$ cat src/rtl/wm_pkg.sv
// Shared types and helpers for the washing-machine cycle controller.
// State encodings are visible on the phase output.
package wm_pkg;

    typedef enum logic [2:0] {
        ST_IDLE  = 3'd0,
        ST_FILL  = 3'd1,
        ST_WASH  = 3'd2,
        ST_DRAIN = 3'd3,
        ST_RINSE = 3'd4,
        ST_SPIN  = 3'd5,
        ST_DONE  = 3'd6
    } wm_state_e;

    // Quick mode halves a duration but never drops it below one cycle.
    function automatic int unsigned dur_sel(
        input int unsigned cyc,
        input logic        quick
    );
        int unsigned half;
        half = cyc >> 1;
        if (!quick) return cyc;
        return (half == 32'd0) ? 32'd1 : half;
    endfunction

endpackage

$ cat src/rtl/wm_btn_edge.sv
// Single-bit rising-edge detector for a synchronous button level.
// A level held high yields exactly one rise.
module wm_btn_edge (
    input  logic clk,
    input  logic reset,
    input  logic btn,
    output logic rise
);

    logic btn_q;

    always_ff @(posedge clk or posedge reset) begin
        if (reset) btn_q <= 1'b0;
        else       btn_q <= btn;
    end

    assign rise = btn & ~btn_q;

endmodule

$ cat src/rtl/wm_cycle_ctrl.sv
// Washing-machine cycle controller: fill, wash, drain, rinse/drain
// passes and spin, with a freezing pause toggle and a done pulse.
module wm_cycle_ctrl
    import wm_pkg::*;
#(
    parameter int unsigned CNT_W     = 16,
    parameter int unsigned FILL_CYC  = 4,
    parameter int unsigned WASH_CYC  = 8,
    parameter int unsigned DRAIN_CYC = 3,
    parameter int unsigned RINSE_CYC = 5,
    parameter int unsigned SPIN_CYC  = 6,
    parameter int unsigned MAX_RINSE = 3,
    parameter int unsigned RS_W      = 2
) (
    input  logic            clk,
    input  logic            reset,
    input  logic            start_button,
    input  logic            pause_button,
    input  logic            quick_mode,
    input  logic [RS_W-1:0] rinse_sel,
    output logic            water_in,
    output logic            drain_valve,
    output logic            motor_on,
    output logic            motor_fast,
    output logic            busy,
    output logic            paused,
    output logic [2:0]      phase,
    output logic            out
);

    typedef logic [CNT_W-1:0] cnt_t;

    // Timer preloads (duration - 1), resolved at elaboration.
    localparam cnt_t FILL_N  = cnt_t'(dur_sel(FILL_CYC, 1'b0) - 1);
    localparam cnt_t FILL_Q  = cnt_t'(dur_sel(FILL_CYC, 1'b1) - 1);
    localparam cnt_t WASH_N  = cnt_t'(dur_sel(WASH_CYC, 1'b0) - 1);
    localparam cnt_t WASH_Q  = cnt_t'(dur_sel(WASH_CYC, 1'b1) - 1);
    localparam cnt_t DRAIN_N = cnt_t'(dur_sel(DRAIN_CYC, 1'b0) - 1);
    localparam cnt_t DRAIN_Q = cnt_t'(dur_sel(DRAIN_CYC, 1'b1) - 1);
    localparam cnt_t RINSE_N = cnt_t'(dur_sel(RINSE_CYC, 1'b0) - 1);
    localparam cnt_t RINSE_Q = cnt_t'(dur_sel(RINSE_CYC, 1'b1) - 1);
    localparam cnt_t SPIN_N  = cnt_t'(dur_sel(SPIN_CYC, 1'b0) - 1);
    localparam cnt_t SPIN_Q  = cnt_t'(dur_sel(SPIN_CYC, 1'b1) - 1);

    localparam logic [RS_W-1:0] RS_MAX = RS_W'(MAX_RINSE);

    function automatic cnt_t load_of(input wm_state_e s, input logic q);
        case (s)
            ST_FILL:  return q ? FILL_Q  : FILL_N;
            ST_WASH:  return q ? WASH_Q  : WASH_N;
            ST_DRAIN: return q ? DRAIN_Q : DRAIN_N;
            ST_RINSE: return q ? RINSE_Q : RINSE_N;
            ST_SPIN:  return q ? SPIN_Q  : SPIN_N;
            default:  return '0;
        endcase
    endfunction

    logic start_rise;
    logic pause_rise;

    wm_btn_edge u_start_edge (
        .clk   (clk),
        .reset (reset),
        .btn   (start_button),
        .rise  (start_rise)
    );

    wm_btn_edge u_pause_edge (
        .clk   (clk),
        .reset (reset),
        .btn   (pause_button),
        .rise  (pause_rise)
    );

    wm_state_e       state, state_d, seq_nxt;
    cnt_t            timer, timer_d;
    logic            paused_d;
    logic            quick_q, quick_d;
    logic [RS_W-1:0] rinse_left, rinse_d, rinse_clamp;

    assign rinse_clamp = (rinse_sel > RS_MAX) ? RS_MAX : rinse_sel;

    always_comb begin
        seq_nxt = ST_IDLE;
        case (state)
            ST_FILL:  seq_nxt = ST_WASH;
            ST_WASH:  seq_nxt = ST_DRAIN;
            ST_DRAIN: seq_nxt = (rinse_left != '0) ? ST_RINSE : ST_SPIN;
            ST_RINSE: seq_nxt = ST_DRAIN;
            ST_SPIN:  seq_nxt = ST_DONE;
            default:  seq_nxt = ST_IDLE;
        endcase
    end

    always_comb begin
        state_d  = state;
        timer_d  = timer;
        paused_d = paused;
        quick_d  = quick_q;
        rinse_d  = rinse_left;
        case (state)
            ST_IDLE: begin
                if (start_rise) begin
                    state_d = ST_FILL;
                    quick_d = quick_mode;
                    rinse_d = rinse_clamp;
                    timer_d = load_of(ST_FILL, quick_mode);
                end
            end
            ST_DONE: state_d = ST_IDLE;
            default: begin
                if (pause_rise) paused_d = ~paused;
                // Freezing keys off the registered flag, so a pause
                // costs exactly as many cycles as the flag is high.
                if (!paused) begin
                    if (timer == '0) begin
                        state_d = seq_nxt;
                        timer_d = load_of(seq_nxt, quick_q);
                        if (state == ST_RINSE) rinse_d = rinse_left - 1'b1;
                        if (seq_nxt == ST_DONE) paused_d = 1'b0;
                    end else begin
                        timer_d = timer - 1'b1;
                    end
                end
            end
        endcase
    end

    always_ff @(posedge clk or posedge reset) begin
        if (reset) begin
            state       <= ST_IDLE;
            timer       <= '0;
            paused      <= 1'b0;
            quick_q     <= 1'b0;
            rinse_left  <= '0;
            water_in    <= 1'b0;
            drain_valve <= 1'b0;
            motor_on    <= 1'b0;
            motor_fast  <= 1'b0;
            busy        <= 1'b0;
            phase       <= 3'd0;
            out         <= 1'b0;
        end else begin
            state       <= state_d;
            timer       <= timer_d;
            paused      <= paused_d;
            quick_q     <= quick_d;
            rinse_left  <= rinse_d;
            water_in    <= !paused_d &&
                           (state_d == ST_FILL || state_d == ST_RINSE);
            drain_valve <= !paused_d &&
                           (state_d == ST_DRAIN || state_d == ST_SPIN);
            motor_on    <= !paused_d &&
                           (state_d == ST_WASH || state_d == ST_RINSE ||
                            state_d == ST_SPIN);
            motor_fast  <= !paused_d && (state_d == ST_SPIN);
            busy        <= (state_d != ST_IDLE);
            phase       <= state_d;
            out         <= (state_d == ST_DONE);
        end
    end

endmodule

$ cat config.mk
export PLATFORM = sky130hd
export DESIGN_NAME = wm_cycle_ctrl
export DESIGN_NICKNAME = d
export VERILOG_FILES = /design/src/rtl/wm_pkg.sv /design/src/rtl/wm_btn_edge.sv /design/src/rtl/wm_cycle_ctrl.sv
export SDC_FILE = /design/constraint.sdc
export NUM_CORES = 1
export LEC_CHECK = 0
export CAP_MARGIN = 20
export CORE_MARGIN = 3
export CORE_UTILIZATION = 45
export DETAILED_ROUTE_END_ITERATION = 10
export DONT_BUFFER_PORTS = 1
export GPL_TIMING_DRIVEN = 0
export HOLD_SLACK_MARGIN = 0.1
export PLACE_DENSITY_LB_ADDON = 0.05
export SYNTH_ARGS = -nofsm -noshare
export SYNTH_HDL_FRONTEND = slang
export SYNTH_SLANG_ARGS = --single-unit
$ cat constraint.sdc
create_clock -name clk -period 2.62 [get_ports clk]
set_input_delay 0.131 -clock clk [delete_from_list [all_inputs] [get_ports clk]]
set_output_delay 0.131 -clock clk [all_outputs]
set_load 0.03 [all_outputs]
==> flow_summary.json, run 1 <==
{
  "status": "complete, no violations",
  "nets": 217,
  "finalHoldViolCount": 0,
  "async_flop_share_pct": 100,
  "overflow": 0,
  "tightest_slew_ns": 0.840,
  "fp-row-count": 23,
  "num_antenna_cells": 0,
  "worstSetupEndpoint": "timer[9]",
  "endpoint_kind": "flop",
  "cts_inserted_buffers": 5,
  "core_area_sq_mm": 0.00403,
  "synthDistinctLibCells": 53,
  "crit_buf_inv": 2,
  "fin_crit_sh_pct": 91.2,
  "hold_class": "in -> reg",
  "setup_total_negative_slack_ns": 0,
  "post-route-min-period_ns": 2.39,
  "cp_data_arrival_time_ns": 2.61,
  "cts_root_buffer": "clkbuf_8",
  "drv_slew": 0,
  "synth.net_count": 203,
  "rrSetupSlack_ns": 0.23,
  "drt_wl_total_um": 4210,
  "avgRoutedWirePerCell_um": 16.3,
  "synthCells": 194,
  "die_x_um": 71.1,
  "cp_cell_sequence": "clkbuf_8 -> nand2b_1 -> a21oi_1 -> clkbuf_1 -> o2111ai_1 -> xor2_1 -> nor2_1",
  "fin_area_sq_mm": 0.00216,
  "port_buffers": 0,
  "first_global_vias": 1498,
  "relSlewSlack_pct": 43.5,
  "gp_congestion": 0.901,
  "initial_utilization_pct": 47.3,
  "cpPeakStageDelay_ns": 0.50,
  "fmax_mhz": 418,
  "seq_area_frac_synth_pct": 40.7,
  "cts_setup_buffers": 0,
  "dr.pass1.iters": 4,
  "grt_pass1_wl_um": 7160,
  "final_cell_mix": "nor2_1, dfrtp_1, xor2_1",
  "first_iter_violations": 120,
  "synth-edff-count": 0,
  "required_ns": 2.84,
  "die_h_um": 71.1,
  "setup_viol": 0,
  "clock_latency_ns": 0.28,
  "synthFlopType": "dfrtp_1",
  "path_class": "reg -> reg",
  "cts_buffer_depth": 2,
  "synth_area_sq_mm": 0.00190,
  "rsz0062_at_grt": "no",
  "r2r_cells": 7,
  "io_pins": 17,
  "dr_total_vias": 1524,
  "p_per_area_mw_per_mm2": 1080,
  "layout-drive-gt1-share_pct": 15.3,
  "dp_hpwl_um": 3080,
  "avgSynthCellArea_sq_um": 9.82,
  "fillers": 374,
  "cts_num_sinks": 31,
  "vdd_drop_max_uv": 560,
  "critPathLaunchType": "flop",
  "cts_tree": "yes",
  "yosys_warnings": 0,
  "worstSetupStartpoint": "state[2]",
  "path_depth": 7,
  "drcViolationCount": 0,
  "final_cells": 259,
  "r2r_start": "state[2]",
  "dpl-instance-area_sq_mm": 0.00199,
  "dieArea_sq_mm": 0.00505,
  "max_cap_viol_count": 0,
  "htreeDepth": 2,
  "critPathSlowestCell": "dfrtp_1",
  "p_leak_uw": 0.000868,
  "drtAntennaViolNets": 0,
  "viasPerCell": 5.88,
  "path_delay_family": "compound AO/OA/AOI/OAI gates",
  "dp_cells": 245,
  "synth-seq-cells": 31,
  "timing.rr.end": "timer[9]",
  "grt_use_total_pct": 17.9,
  "path_clk_slew_ns": 0.06,
  "grt_max_degree": 19,
  "area.growth.synth_to_final_pct": 13.3,
  "antenna_found_initial": 0,
  "cp_max_fo": 10,
  "skew_ns": 0.00477
}
-- logic make-up after synthesis --
kind of cell	count (synthesis)	synth area share [%]
DFF	31	40.7
xor gates and xnor gates	15	6.90
buffers and inverters	19	5.78
muxes	3	1.64
adders and majority gates	2	1.31
AOI/OAI and AO/OA	48	19.6
and+or+nand+nor	76	24.0
-- final cells by class --
class / instances / area (sq um) / share of cell area, %
buffer: 8 / 68.8 / 3.19
clock buffer: 8 / 100 / 4.64
inverter: 11 / 41.3 / 1.91
multi-input combinational: 144 / 1020 / 47.2
sequential: 31 / 778 / 36.1
tap: 50 / 62.6 / 2.90
timing repair buffer: 7 / 87.6 / 4.06
-- stage by stage --
| step | hold slack (ns) | utilization (%) | setup WS, ns | power, uW |
|---|---|---|---|---|
| 6_report | 0.211 | 53.5 | 0.230 | 2330 |
| 5_1_grt | 0.223 | 53.5 | 0.0414 | 2520 |
| 4_1_cts | 0.204 | 53.5 | 0.0882 | 2340 |
| 3_5_place_dp | 0.129 | 49.5 | 0.137 | 1910 |
| 3_3_place_gp | 0.163 | 48.8 | 0.173 | 1870 |
| 2_1_floorplan | 0.162 | - | 0.579 | 1690 |
-- sequential cells by signal, summed over array words and instances, names as in the netlist --
name / flops
state: 3
motor_on: 1
busy: 1
quick_q: 1
motor_fast: 1
drain_valve: 1
out: 1
rinse_left: 2
paused: 1
timer: 16
water_in: 1
u_start_edge.btn_q: 1
u_pause_edge.btn_q: 1
-- Yosys cell counts, drive strengths merged, types with 2 or more instances --
cell     instances  area (sq um)
xnor2            3          26.3
and2b            2          16.3
mux2i            2          20.0
nor4             7          80.1
o2111ai          8          70.1
nand3            3          15.0
dfrtp           31           776
clkbuf           6          56.3
ha               2          25.0
nor2            29           109
a21oi           12          67.6
a21boi           3          22.5
o211ai           5          37.5
and3             2          17.5
inv             10          37.5
nand2            7          26.3
nor3            10          50.1
nor2b            2          12.5
o21ai            9          45.0
o32a             2          20.0
buf              2          12.5
xor2            12           105
or3              2          12.5
nand2b           3          18.8
nand4            2          18.8
-- layer usage --
layer	share of wire [%]	track usage, %	vias to the layer above	wire length, um
li1	-	-	733	-
met1	48	25.7	735	2020
met2	45	26.0	49	1880
met3	5.7	4.55	7	239
met4	1.6	7.10	0	68
met5	0	0	-	0
-- worst min-delay path by stage --
stage / startpoint / end / slack, ns / cells after the start
global route: pause_button / paused / 0.22 / 2
floorplan: pause_button / u_pause_edge.btn_q / 0.16 / 0
detailed placement: reset / state[2] / 0.13 / 1
CTS: quick_mode / timer[1] / 0.20 / 2
global placement: pause_button / u_pause_edge.btn_q / 0.16 / 0
finish: quick_mode / timer[1] / 0.21 / 2
-- timing repair --
item	4_1_cts	5_1_grt
resized for setup	0	2
endpoints found under the setup margin	0	10
hold buffers	6	0
hold endpoints to repair	18	0
-- power by group --
group          internal, uW  switching (uW)  leakage (uW)
registers               658             326      0.000375
clock network           239             174     0.0000515
logic                   398             539      0.000441
Power figures use the tool's default switching activity.
==> run 2, diff against run 1 <==
==> constraint.sdc (replaced) <==
create_clock -name clk -period 2.62 [get_ports clk]
set_input_delay 0.262 -clock clk [delete_from_list [all_inputs] [get_ports clk]]
set_output_delay 0.262 -clock clk [all_outputs]
set_load 0.03 [all_outputs]
==> run 2 against run 1 <==
Net effect:
- die area unchanged
- register-to-register slack lost 0.02 ns
- clock power about the same
- via count fell by 0.20%
- total power decreased by 0.11%
- worst setup slack got worse by 0.019 ns
- combinational power barely moved
- first-iteration DRC count up 48%
- critical path depth unchanged
- non-clock buffer count down 3
- flip-flop and latch count is the same
- cell area down 1.4%
- largest power group unchanged
- highest routed layer unchanged
==> flow_summary.json, run 2 (synthesis gave the netlist of run 1 again) <==
{
  "status": "complete, no violations",
  "initial_utilization_pct": 47.3,
  "dp_cells": 245,
  "switching_share_pct": 44.6,
  "drtAntennaViolNets": 0,
  "skew_ns": 0.00473,
  "vdd_drop_max_uv": 559,
  "gp_congestion": 0.901,
  "cts_inserted_buffers": 5,
  "viasPerCell": 5.94,
  "grt_pass1_wl_um": 7130,
  "die_x_um": 71.1,
  "cts_num_sinks": 31,
  "first_global_vias": 1488,
  "core_area_sq_mm": 0.00403,
  "rsz0062_at_grt": "no",
  "seqPwrFrac_pct": 42.2,
  "clkPwrFrac_pct": 17.8,
  "die_h_um": 71.1,
  "clock_latency_ns": 0.29,
  "largest_register_ffs": 16,
  "dr.pass1.iters": 4,
  "grt_max_degree": 19,
  "comb_power_share_pct": 40.1,
  "cts_buffer_depth": 2,
  "path_class": "reg -> reg",
  "dieArea_sq_mm": 0.00505,
  "path_clk_slew_ns": 0.06,
  "relSlewSlack_pct": 42.8,
  "area.growth.synth_to_final_pct": 11.7,
  "cp_max_fo": 10,
  "tightest_slew_ns": 0.850,
  "grt_use_total_pct": 17.9,
  "r2r_cells": 7,
  "finalHoldViolCount": 0,
  "whs_path_depth": 1,
  "dr_total_vias": 1521,
  "fin_crit_sh_pct": 92.0,
  "dp_hpwl_um": 3080,
  "port_buffers": 0,
  "cts_setup_buffers": 0,
  "setup_total_negative_slack_ns": 0,
  "switching_power_uw": 1040,
  "max_cap_viol_count": 0,
  "top_regs": "timer (16), state (3), rinse_left (2)",
  "final_cells": 256,
  "final_cell_mix": "nor2_1, dfrtp_1, xor2_1",
  "endpoint_kind": "flop",
  "regMostFlops": "timer",
  "fillers": 375,
  "layout-drive-gt1-share_pct": 15.5,
  "cts_tree": "yes",
  "drt_wl_total_um": 4200,
  "setup_viol": 0,
  "nets": 214,
  "antenna_found_initial": 0,
  "htreeDepth": 2,
  "drv_slew": 0,
  "required_ns": 2.84,
  "p_leak_uw": 0.000855,
  "critPathLaunchType": "flop",
  "hold_class": "in -> reg",
  "p_per_area_mw_per_mm2": 1100,
  "drcViolationCount": 0,
  "num_antenna_cells": 0,
  "cp_data_arrival_time_ns": 2.63,
  "overflow": 0,
  "avgRoutedWirePerCell_um": 16.4,
  "fmax_mhz": 415,
  "p_int_uw": 1290,
  "fp-row-count": 23,
  "post-route-min-period_ns": 2.41,
  "first_iter_violations": 177,
  "cts_root_buffer": "clkbuf_8",
  "io_pins": 17
}
## run 2: cell count changes in the layout (fill, tap and decap cells not counted)
cell	change
dlygate4sd3_1	-3
## run 2: layout make-up
cell class | instances | area [sq um] | area share [%]
buffer | 8 | 68.8 | 3.24
clock buffer | 8 | 100 | 4.71
inverter | 11 | 41.3 | 1.94
multi-input combinational | 144 | 1020 | 47.9
sequential | 31 | 778 | 36.6
tap | 50 | 62.6 | 2.94
timing repair buffer | 4 | 57.6 | 2.71
## run 2: path summary, 6_finish.rpt
check	from	to	slack [ns]
hold reg to reg	rinse_left[1]	rinse_left[1]	0.53
max in group asynchronous	reset	paused	1.62
min in group asynchronous	reset	state[2]	0.49
setup / recovery	state[2]	timer[9]	0.21
hold / removal	quick_mode	quick_q	0.13
setup reg to reg	state[2]	timer[9]	0.21
## run 2: stage by stage
| stage | power, uW | utilization, % | hold WS [ns] | area (sq um) | setup WS (ns) |
|---|---|---|---|---|---|
| final | 2330 | 52.8 | 0.129 | 2130 | 0.211 |
| after global placement | 1870 | 48.8 | 0.294 | 1970 | 0.173 |
| after CTS | 2340 | 52.7 | 0.122 | 2120 | 0.0882 |
| after global routing | 2510 | 52.8 | 0.125 | 2130 | 0.0414 |
| after floorplan | 1690 | - | 0.293 | 1900 | 0.579 |
| after detailed placement | 1910 | 49.5 | 0.260 | 1990 | 0.137 |
## run 2: worst max-delay path, cell delays in order (launching register included)
cell and delay (ns):
dfrtp_1 0.50, clkbuf_8 0.22, nand2b_1 0.23, a21oi_1 0.46, clkbuf_1 0.40, o2111ai_1 0.22
xor2_1 0.21, nor2_1 0.09
## run 2: power groups by stage
| stage | sequential (uW) | combinational (uW) | clock, uW |
|---|---|---|---|
| 3_3_place_gp | 982 | 886 | 0 |
| 4_1_cts | 983 | 930 | 425 |
| 5_1_grt | 1010 | 1060 | 445 |
| 2_1_floorplan | 939 | 747 | 0 |
| 6_report | 983 | 934 | 414 |
| 3_5_place_dp | 989 | 920 | 0 |
## run 2: timing repair
| item | 4_1_cts | 5_1_grt |
|---|---|---|
| resized for setup | 0 | 2 |
| endpoints found under the hold margin | 15 | 0 |
| hold buffers | 3 | 0 |
| setup endpoints to repair | 0 | 10 |
## run 2: per-layer routing
layer  GRT usage [%]  up-vias  routed length (um)
met5               0        -                   0
met4            7.10        0                  78
met3            4.83        9                 271
met2            25.7       50                1860
met1            25.5      734                2000
li1                -      728                   -
